### src/rtl/micro_mult_pkg.sv
`default_nettype none
// +----------------------------------------------------------------------+
// | micro_mult_pkg : shared types and constants for micro_mult_seq        |
// | Rev 1.0                                                                |
// +----------------------------------------------------------------------+
package micro_mult_pkg;

  localparam int c_acc_guard = 4;

  typedef enum logic [1:0] {
    IDLE = 2'd0,
    RUN  = 2'd1,
    DONE = 2'd2
  } state_t;

  function automatic int clog2(input int value);
    int r;
    for (r = 0; (1 << r) < value; r++) begin
    end
    return r;
  endfunction

endpackage
`default_nettype wire

### src/rtl/micro_mult_addsub.sv
`default_nettype none
// +----------------------------------------------------------------------+
// | micro_mult_addsub : one shift-add step, add or subtract on i_sub      |
// | Rev 1.0                                                                |
// +----------------------------------------------------------------------+
module micro_mult_addsub #(
  parameter int N = 9
) (
  input  logic [N-1:0] i_x,
  input  logic [N-1:0] i_y,
  input  logic         i_sub,
  output logic [N-1:0] o_sum
);

  assign o_sum = i_sub ? (i_x - i_y) : (i_x + i_y);

endmodule
`default_nettype wire

### src/rtl/micro_mult_seq.sv
`default_nettype none
// +----------------------------------------------------------------------+
// | micro_mult_seq : sequential shift-add multiplier / MAC, sticky ovf    |
// | Signed operands available when MICRO_MULT_SIGNED_EN is defined.       |
// | Rev 1.0                                                                |
// +----------------------------------------------------------------------+
module micro_mult_seq
  import micro_mult_pkg::*;
#(
  parameter int WIDTH = 4,
  parameter int ACC_W = 2*WIDTH + c_acc_guard
) (
  input  logic               clk,
  input  logic               rst_n,
  input  logic               start,
  input  logic [WIDTH-1:0]   a,
  input  logic [WIDTH-1:0]   b,
  input  logic               mac,
  input  logic               clr_acc,
  input  logic               signed_mode,
  output logic [2*WIDTH-1:0] product,
  output logic [ACC_W-1:0]   acc,
  output logic               busy,
  output logic               done,
  output logic               ovf
);

  localparam int c_pw    = 2*WIDTH + 1;
  localparam int c_cnt_w = clog2(WIDTH);

  state_t             r_state;
  state_t             w_state_next;
  logic               w_accept;
  logic [c_pw-1:0]    r_mcand;
  logic [c_pw-1:0]    r_psum;
  logic [c_pw-1:0]    w_addend;
  logic [c_pw-1:0]    w_sum;
  logic [WIDTH-1:0]   r_mplier;
  logic [c_cnt_w-1:0] r_count;
  logic               r_mac;
  logic               r_signed;
  logic               w_signed_req;
  logic               w_last;
  logic               w_sub;
  logic [ACC_W-1:0]   w_prod_ext;
  logic [ACC_W-1:0]   w_acc_sum;
  logic               w_acc_carry;
  logic               w_acc_ovf;

  assign w_last = (r_count == '0);

  // MSB of a two's-complement multiplier carries negative weight.
`ifdef MICRO_MULT_SIGNED_EN
  assign w_signed_req = signed_mode;
  assign w_sub        = r_signed & w_last;
`else
  assign w_signed_req = signed_mode & 1'b0;
  assign w_sub        = 1'b0;
`endif

  assign w_addend = r_mplier[0] ? r_mcand : '0;

  micro_mult_addsub #(
    .N (c_pw)
  ) u_addsub (
    .i_x   (r_psum),
    .i_y   (w_addend),
    .i_sub (w_sub),
    .o_sum (w_sum)
  );

  always_ff @(posedge clk or negedge rst_n) begin
    if (!rst_n) begin
      r_state <= IDLE;
    end else begin
      r_state <= w_state_next;
    end
  end

  always_comb begin
    w_state_next = r_state;
    w_accept     = 1'b0;
    busy         = 1'b0;
    done         = 1'b0;
    case (r_state)
      IDLE: begin
        if (start) begin
          w_accept     = 1'b1;
          w_state_next = RUN;
        end
      end
      RUN: begin
        busy = 1'b1;
        if (w_last) begin
          w_state_next = DONE;
        end
      end
      DONE: begin
        busy         = 1'b1;
        done         = 1'b1;
        w_state_next = IDLE;
      end
      default: w_state_next = IDLE;
    endcase
  end

  // Accumulator add uses the final-step sum so acc and product land on the same edge.
  always_comb begin
    if (r_signed) begin
      w_prod_ext = ACC_W'($signed(w_sum[2*WIDTH-1:0]));
    end else begin
      w_prod_ext = ACC_W'(w_sum[2*WIDTH-1:0]);
    end
    {w_acc_carry, w_acc_sum} = {1'b0, acc} + {1'b0, w_prod_ext};
    if (r_signed) begin
      w_acc_ovf = (acc[ACC_W-1] == w_prod_ext[ACC_W-1]) &&
                  (w_acc_sum[ACC_W-1] != acc[ACC_W-1]);
    end else begin
      w_acc_ovf = w_acc_carry;
    end
  end

  always_ff @(posedge clk or negedge rst_n) begin
    if (!rst_n) begin
      r_mcand  <= '0;
      r_psum   <= '0;
      r_mplier <= '0;
      r_count  <= '0;
      r_mac    <= 1'b0;
      r_signed <= 1'b0;
      product  <= '0;
      acc      <= '0;
      ovf      <= 1'b0;
    end else begin
      if (w_accept) begin
        r_mcand  <= {{(WIDTH+1){w_signed_req & a[WIDTH-1]}}, a};
        r_mplier <= b;
        r_mac    <= mac;
        r_signed <= w_signed_req;
        r_psum   <= '0;
        r_count  <= c_cnt_w'(WIDTH-1);
      end else if (r_state == RUN) begin
        r_psum   <= w_sum;
        r_mcand  <= r_mcand << 1;
        r_mplier <= r_mplier >> 1;
        r_count  <= r_count - c_cnt_w'(1);
        if (w_last) begin
          product <= w_sum[2*WIDTH-1:0];
          if (r_mac) begin
            acc <= w_acc_sum;
            ovf <= ovf | w_acc_ovf;
          end
        end
      end
      if ((r_state == IDLE) && clr_acc) begin
        acc <= '0;
        ovf <= 1'b0;
      end
    end
  end

endmodule
`default_nettype wire

### config.mk
export PLATFORM = sky130hd
export DESIGN_NAME = micro_mult_seq
export DESIGN_NICKNAME = d
export VERILOG_FILES = /design/src/rtl/micro_mult_pkg.sv /design/src/rtl/micro_mult_addsub.sv /design/src/rtl/micro_mult_seq.sv
export SDC_FILE = /design/constraint.sdc
export NUM_CORES = 1
export LEC_CHECK = 0
export CORE_AREA = 2 2 81 83
export DETAILED_ROUTE_END_ITERATION = 16
export DIE_AREA = 0 0 83 85
export GPL_TIMING_DRIVEN = 0
export PLACE_DENSITY = 0.82
export SYNTH_ARGS = -nofsm -noshare
export SYNTH_HDL_FRONTEND = slang
export SYNTH_HIERARCHICAL = 1
export SYNTH_SLANG_ARGS = --single-unit
### constraint.sdc
create_clock -name clk -period 6.1 [get_ports clk]
set_input_delay 0.915 -clock clk [delete_from_list [all_inputs] [get_ports clk]]
set_output_delay 0.915 -clock clk [all_outputs]
set_load 0.05 [all_outputs]
; ---- Word level (Yosys, flattened, before mapping)
; Cells that the tools add are included.
; Widths: inputs -> output; s select.
[totals]
ff_bits = 48
in_bits = 14
word_cells = 56
[classes]
add_sub_neg = 3
eq_ne = 5
mux = 26
bitwise_logic = 2
reduce_logical = 11
[op_table]
columns = operator, n
row1 = $mux 12, 5
row2 = $mux 9, 5
row3 = $add 12x8->13, 1
row4 = $add 9x9->9, 1
row5 = $mux 1, 9
row6 = $mux 2, 4
row7 = $mux 4, 2
row8 = $reduce_bool 2->1, 4
row9 = $logic_not 2->1, 2
row10 = $ne 2x2->1 const B, 2
row11 = $pmux 2 s2, 1
row12 = $reduce_and 4->1, 1
row13 = $reduce_and 3->1, 1
row14 = $eq 2x1->1 const B, 1
row15 = $eq 2x2->1 const B, 1
row16 = $ne 2x1->1 const B, 1
row17 = $reduce_and 2->1, 1
row18 = $reduce_or 2->1, 1
row19 = $sub 2x1->2 const B, 1
row20 = $logic_and 1x1->1, 1
row21 = $not 1->1, 1
row22 = $or 1x1->1, 1

; ---- Longest topological paths before layout
[logic_depth]
word_depth = 9
ltp_mapped = 18
depth_no_buf = 18

; ---- Modules after synthesis
; Netlist, hierarchy kept.
[modules_own_cells]
columns = mod, n_inst, cells_each, area_per_inst_um2, seq_area_each_um2
row1 = micro_mult_seq, 1, 234, 2443.6, 1201.2
row2 = micro_mult_addsub, 1, 69, 523.0, 0.0

; ---- Least setup slack after synthesis
; OpenSTA, ideal clock, no wires.
[synth_path]
path_type = reg-to-reg
startpoint = reg r_mplier[0]
endpoint = reg acc[9]
setup_time_ns = 0.077
arrival_ns = 3.402
required_time_ns = 6.023
setup_slack_ns = 2.621
stages_incl_launch_ff = 18
n_path_buf = 0
path_cell_list = dfrtp_1 > and2_1 > inv_1 > ha_1 > mux2_2 > inv_1 > ha_1 > nor2b_1 > o31a_1 > o21ai_1 > nor2b_1 > xnor2_1 > ha_1 > nor3_1 > o21bai_2 > a31oi_1 > or4_1 > a21oi_1
[synth_via]
elab_chain_len = 8
[synth_rtl]
columns = element, line
row1 = "start, declared", micro_mult_seq.sv:38  ; logic [WIDTH-1:0] r_mplier;
row2 = "start signal, assigned", micro_mult_seq.sv:145  ; r_mplier <= r_mplier >> 1;
row3 = $mux 9, micro_mult_seq.sv:61  ; assign w_addend = r_mplier[0] ? r_mcand : '0;
row4 = via w_addend[0], micro_mult_seq.sv:36  ; logic [c_pw-1:0] w_addend;
row5 = $add 9x9->9, micro_mult_addsub.sv:15  ; assign o_sum = i_sub ? (i_x - i_y) : (i_x + i_y);
row6 = via w_sum[5], micro_mult_seq.sv:37  ; logic [c_pw-1:0] w_sum;
row7 = $add 12x8->13, micro_mult_seq.sv:114  ; {w_acc_carry, w_acc_sum} = {1'b0, acc} + {1'b0, w_prod_ext};
row8 = $mux 12, micro_mult_seq.sv:149  ; if (r_mac) begin
row9 = $mux 12, micro_mult_seq.sv:147  ; if (w_last) begin
row10 = $mux 12, micro_mult_seq.sv:142  ; end else if (r_state == RUN) begin
row11 = $mux 12, micro_mult_seq.sv:135  ; if (w_accept) begin
row12 = $mux 12, micro_mult_seq.sv:155  ; if ((r_state == IDLE) && clr_acc) begin
row13 = "end signal, assigned", micro_mult_seq.sv:150  ; acc <= w_acc_sum;
row14 = "end, declared", micro_mult_seq.sv:22  ; output logic [ACC_W-1:0] acc,
; The timed path passes the listed nets, and every way through them passes these cells. The select of a mux whose other input is x is not followed.
; A chain may end at the register's enable or synchronous reset.

; ---- Final worst setup path
; Ends and elaborated chain as after synthesis.

==> impl_results.md <==
* Initial core utilization at 45.3%
* Worst Reg-to-Reg Cells at 17
* Number of vias in the routed layout at 2199
* Largest net degree at the start of global routing at 26
* GP Congestion at 0.895
* CP max stage delay at 0.47 ns
* Core ar. at 6200 um^2
* Clock tree from TritonCTS: yes
* Detailed placer's ending HPWL at 4290 um
* Critical Path Sink Type: flip-flop
* Rel. slew slack at 65.3%
* Top cell by count, worst path: ha_1
* P per Cell Area at 619 nW/um^2
* CTS Buf Count at 5
* Slew Limit Fails at 0
* Post-Syn Area at 2810 um^2
* P&R area growth vs syn at 20.3%
* CP cell instances: and2_1 -> inv_1 -> ha_1 -> mux2_2 -> inv_1 -> ha_1 -> nor2b_1 -> o31a_1 -> o21ai_1 -> nor2b_1 -> xnor2_1 -> ha_1 -> nor3_1 -> o21bai_2 -> a31oi_1 -> or4_1 -> a21oi_1
* Reg-to-Reg Start: r_mplier[0]
* Int Power at 1.11 mW
* Min Tclk post-route at 3.99 ns
* Final Skew at 0.00853 ns
* WL/cell at 14.0 um
* CP startpoint kind: flip-flop
* Mapped Nets at 327
* YS warnings at 6
* Final WL at 5730 um
* Crit-path leading delay family: simple AND/OR/NAND/NOR gates
* Share of cells above drive strength 1 at 8.71%
* RSZ-0062 raised after global routing: false
* Peak supply drop at 0.382 mV
* Hold endpoint: ovf
* Status: completed
* Final design utilization at 54.4%
* Post-layout instance area at 3380 um^2
* Fin nets at 370
* Worst reg2reg setup slack at 2.11 ns
* Hold crit path type: flip-flop to flip-flop
* Power share of the combinational group at 66.5%
* Hold path depth at 1
* Power share of the clock group at 11.0%
* Gate Count Post-Synth at 289
* Die Wd at 83 um
* WS Path Type: flip-flop to flip-flop
* IO Pins at 37
* Post-Syn Area per Cell at 9.72 um^2
* Area after DPL at 3270 um^2
* Worst skew pair latency at 0.30 ns
* Final period util at 65.5%
* DR vias/cell at 5.36
* Slowest cell on crit path: dfrtp_1
* Number of global-route vias before repair at 2139
* Clock buffer depth at 2
* GRT Resource Usage Total at 16.9%
* Post-CTS setup repair buffer count at 0
* CTS root buffer: clkbuf_8
* Initial antenna violation count at 0
* CP Data Arrival Time at 4.23 ns
* Global-route wire length before repair at 9690 um
* Net Sw Frac at 46.9%
* 1st-iter DRT viols at 92
* # fillers at 540
* Actual slew at the worst max-slew pin at 0.520 ns
* Worst r2r dst: acc[9]
* H-tree depth at 2
* Clock sinks at 46
* Grt total ovfl at 0
* DIE AREA at 7060 um^2
* Antenna diode count at 0
* Data required, critical path at 6.33 ns
* PortBufs at 35
* Sequential power share at 22.6%
* Setup TNS at 0 ns
* Die H at 85 um
* Switching power at 0.980 mW
* Clock-pin transition on the worst setup and hold timing paths at 0.09 ns
* Rows at 29
* Hold_ws at 0.495 ns
* Fmax at 0.250 GHz
* Routed Antenna Nets at 0
* Maxcap violations at 0
* Maximum fanout along the worst path at 9
* Leak at 1.55 nW
* Hold_sp: ovf
* DRC at 0
* CTS Hold Bufs at 0
* Post-cts sizing count at 0
* Critical path buffer and inverter count at 2
* Setup violators final at 0
* Final hold viol count at 0
* DRT Pass-1 Iters at 4
## per-stage QoR
| stage | std cells | power, mW | setup slack, ns |
|---|---|---|---|
| after global routing | 410 | 2.27 | 1.81 |
| final | 410 | 2.09 | 2.11 |
| after CTS | 410 | 2.10 | 2.08 |
| after global placement | 401 | 1.81 | 2.23 |
| after detailed placement | 402 | 1.86 | 2.12 |
| after floorplan | 289 | 1.54 | 2.63 |
## registers in the layout, summed over array words and instances (netlist names), 2 cells and up
name	count
r_count	2
r_mcand	8
product	8
acc	12
r_state	2
r_psum	8
r_mplier	4
## power groups by stage
stage | clock network, mW | logic (mW) | registers (mW)
floorplan | 0 | 0.986 | 0.559
global placement | 0 | 1.33 | 0.473
detailed placement | 0 | 1.38 | 0.478
CTS | 0.233 | 1.40 | 0.473
global route | 0.243 | 1.54 | 0.486
finish | 0.230 | 1.39 | 0.472
## placed cells by master (no fill, tap or decap), types with 9 or more instances in the layout
cell type	count
dfrtp_1	46
clkdlybuf4s50_1	34
nand2_1	25
nor2_1	25
ha_1	22
o21ai_0	19
mux2i_1	18
inv_1	17
a21oi_1	15
xnor2_1	11
and2_1	10
mux2_2	9
## area by class of cell
class | count | area (um^2) | area share [%]
buffer | 10 | 53.8 | 1.59
clock buffer | 5 | 68.8 | 2.04
clock inverter | 3 | 40.0 | 1.19
inverter | 17 | 63.8 | 1.89
multi-input combinational | 216 | 1540 | 45.6
sequential | 46 | 1150 | 34.1
tap | 77 | 96.3 | 2.85
timing repair buffer | 36 | 365 | 10.8
## how the worst max path moves through the flow
stage | end | depth (start not counted) | startpoint
global route | acc[9] | 17 | r_mplier[0]
floorplan | acc[9] | 17 | r_mplier[0]
global placement | acc[9] | 17 | r_mplier[0]
detailed placement | acc[9] | 17 | r_mplier[0]
CTS | acc[9] | 17 | r_mplier[0]
finish | acc[9] | 17 | r_mplier[0]
## layer usage
layer | vias to the layer above | track usage (%) | share of wire [%]
met5 | - | 0 | 0
met4 | 0 | 6.41 | 1.7
met3 | 8 | 3.40 | 4.4
met2 | 53 | 27.8 | 46
met1 | 1052 | 22.1 | 48
li1 | 1086 | - | -
(Power assumes the default switching activity.)
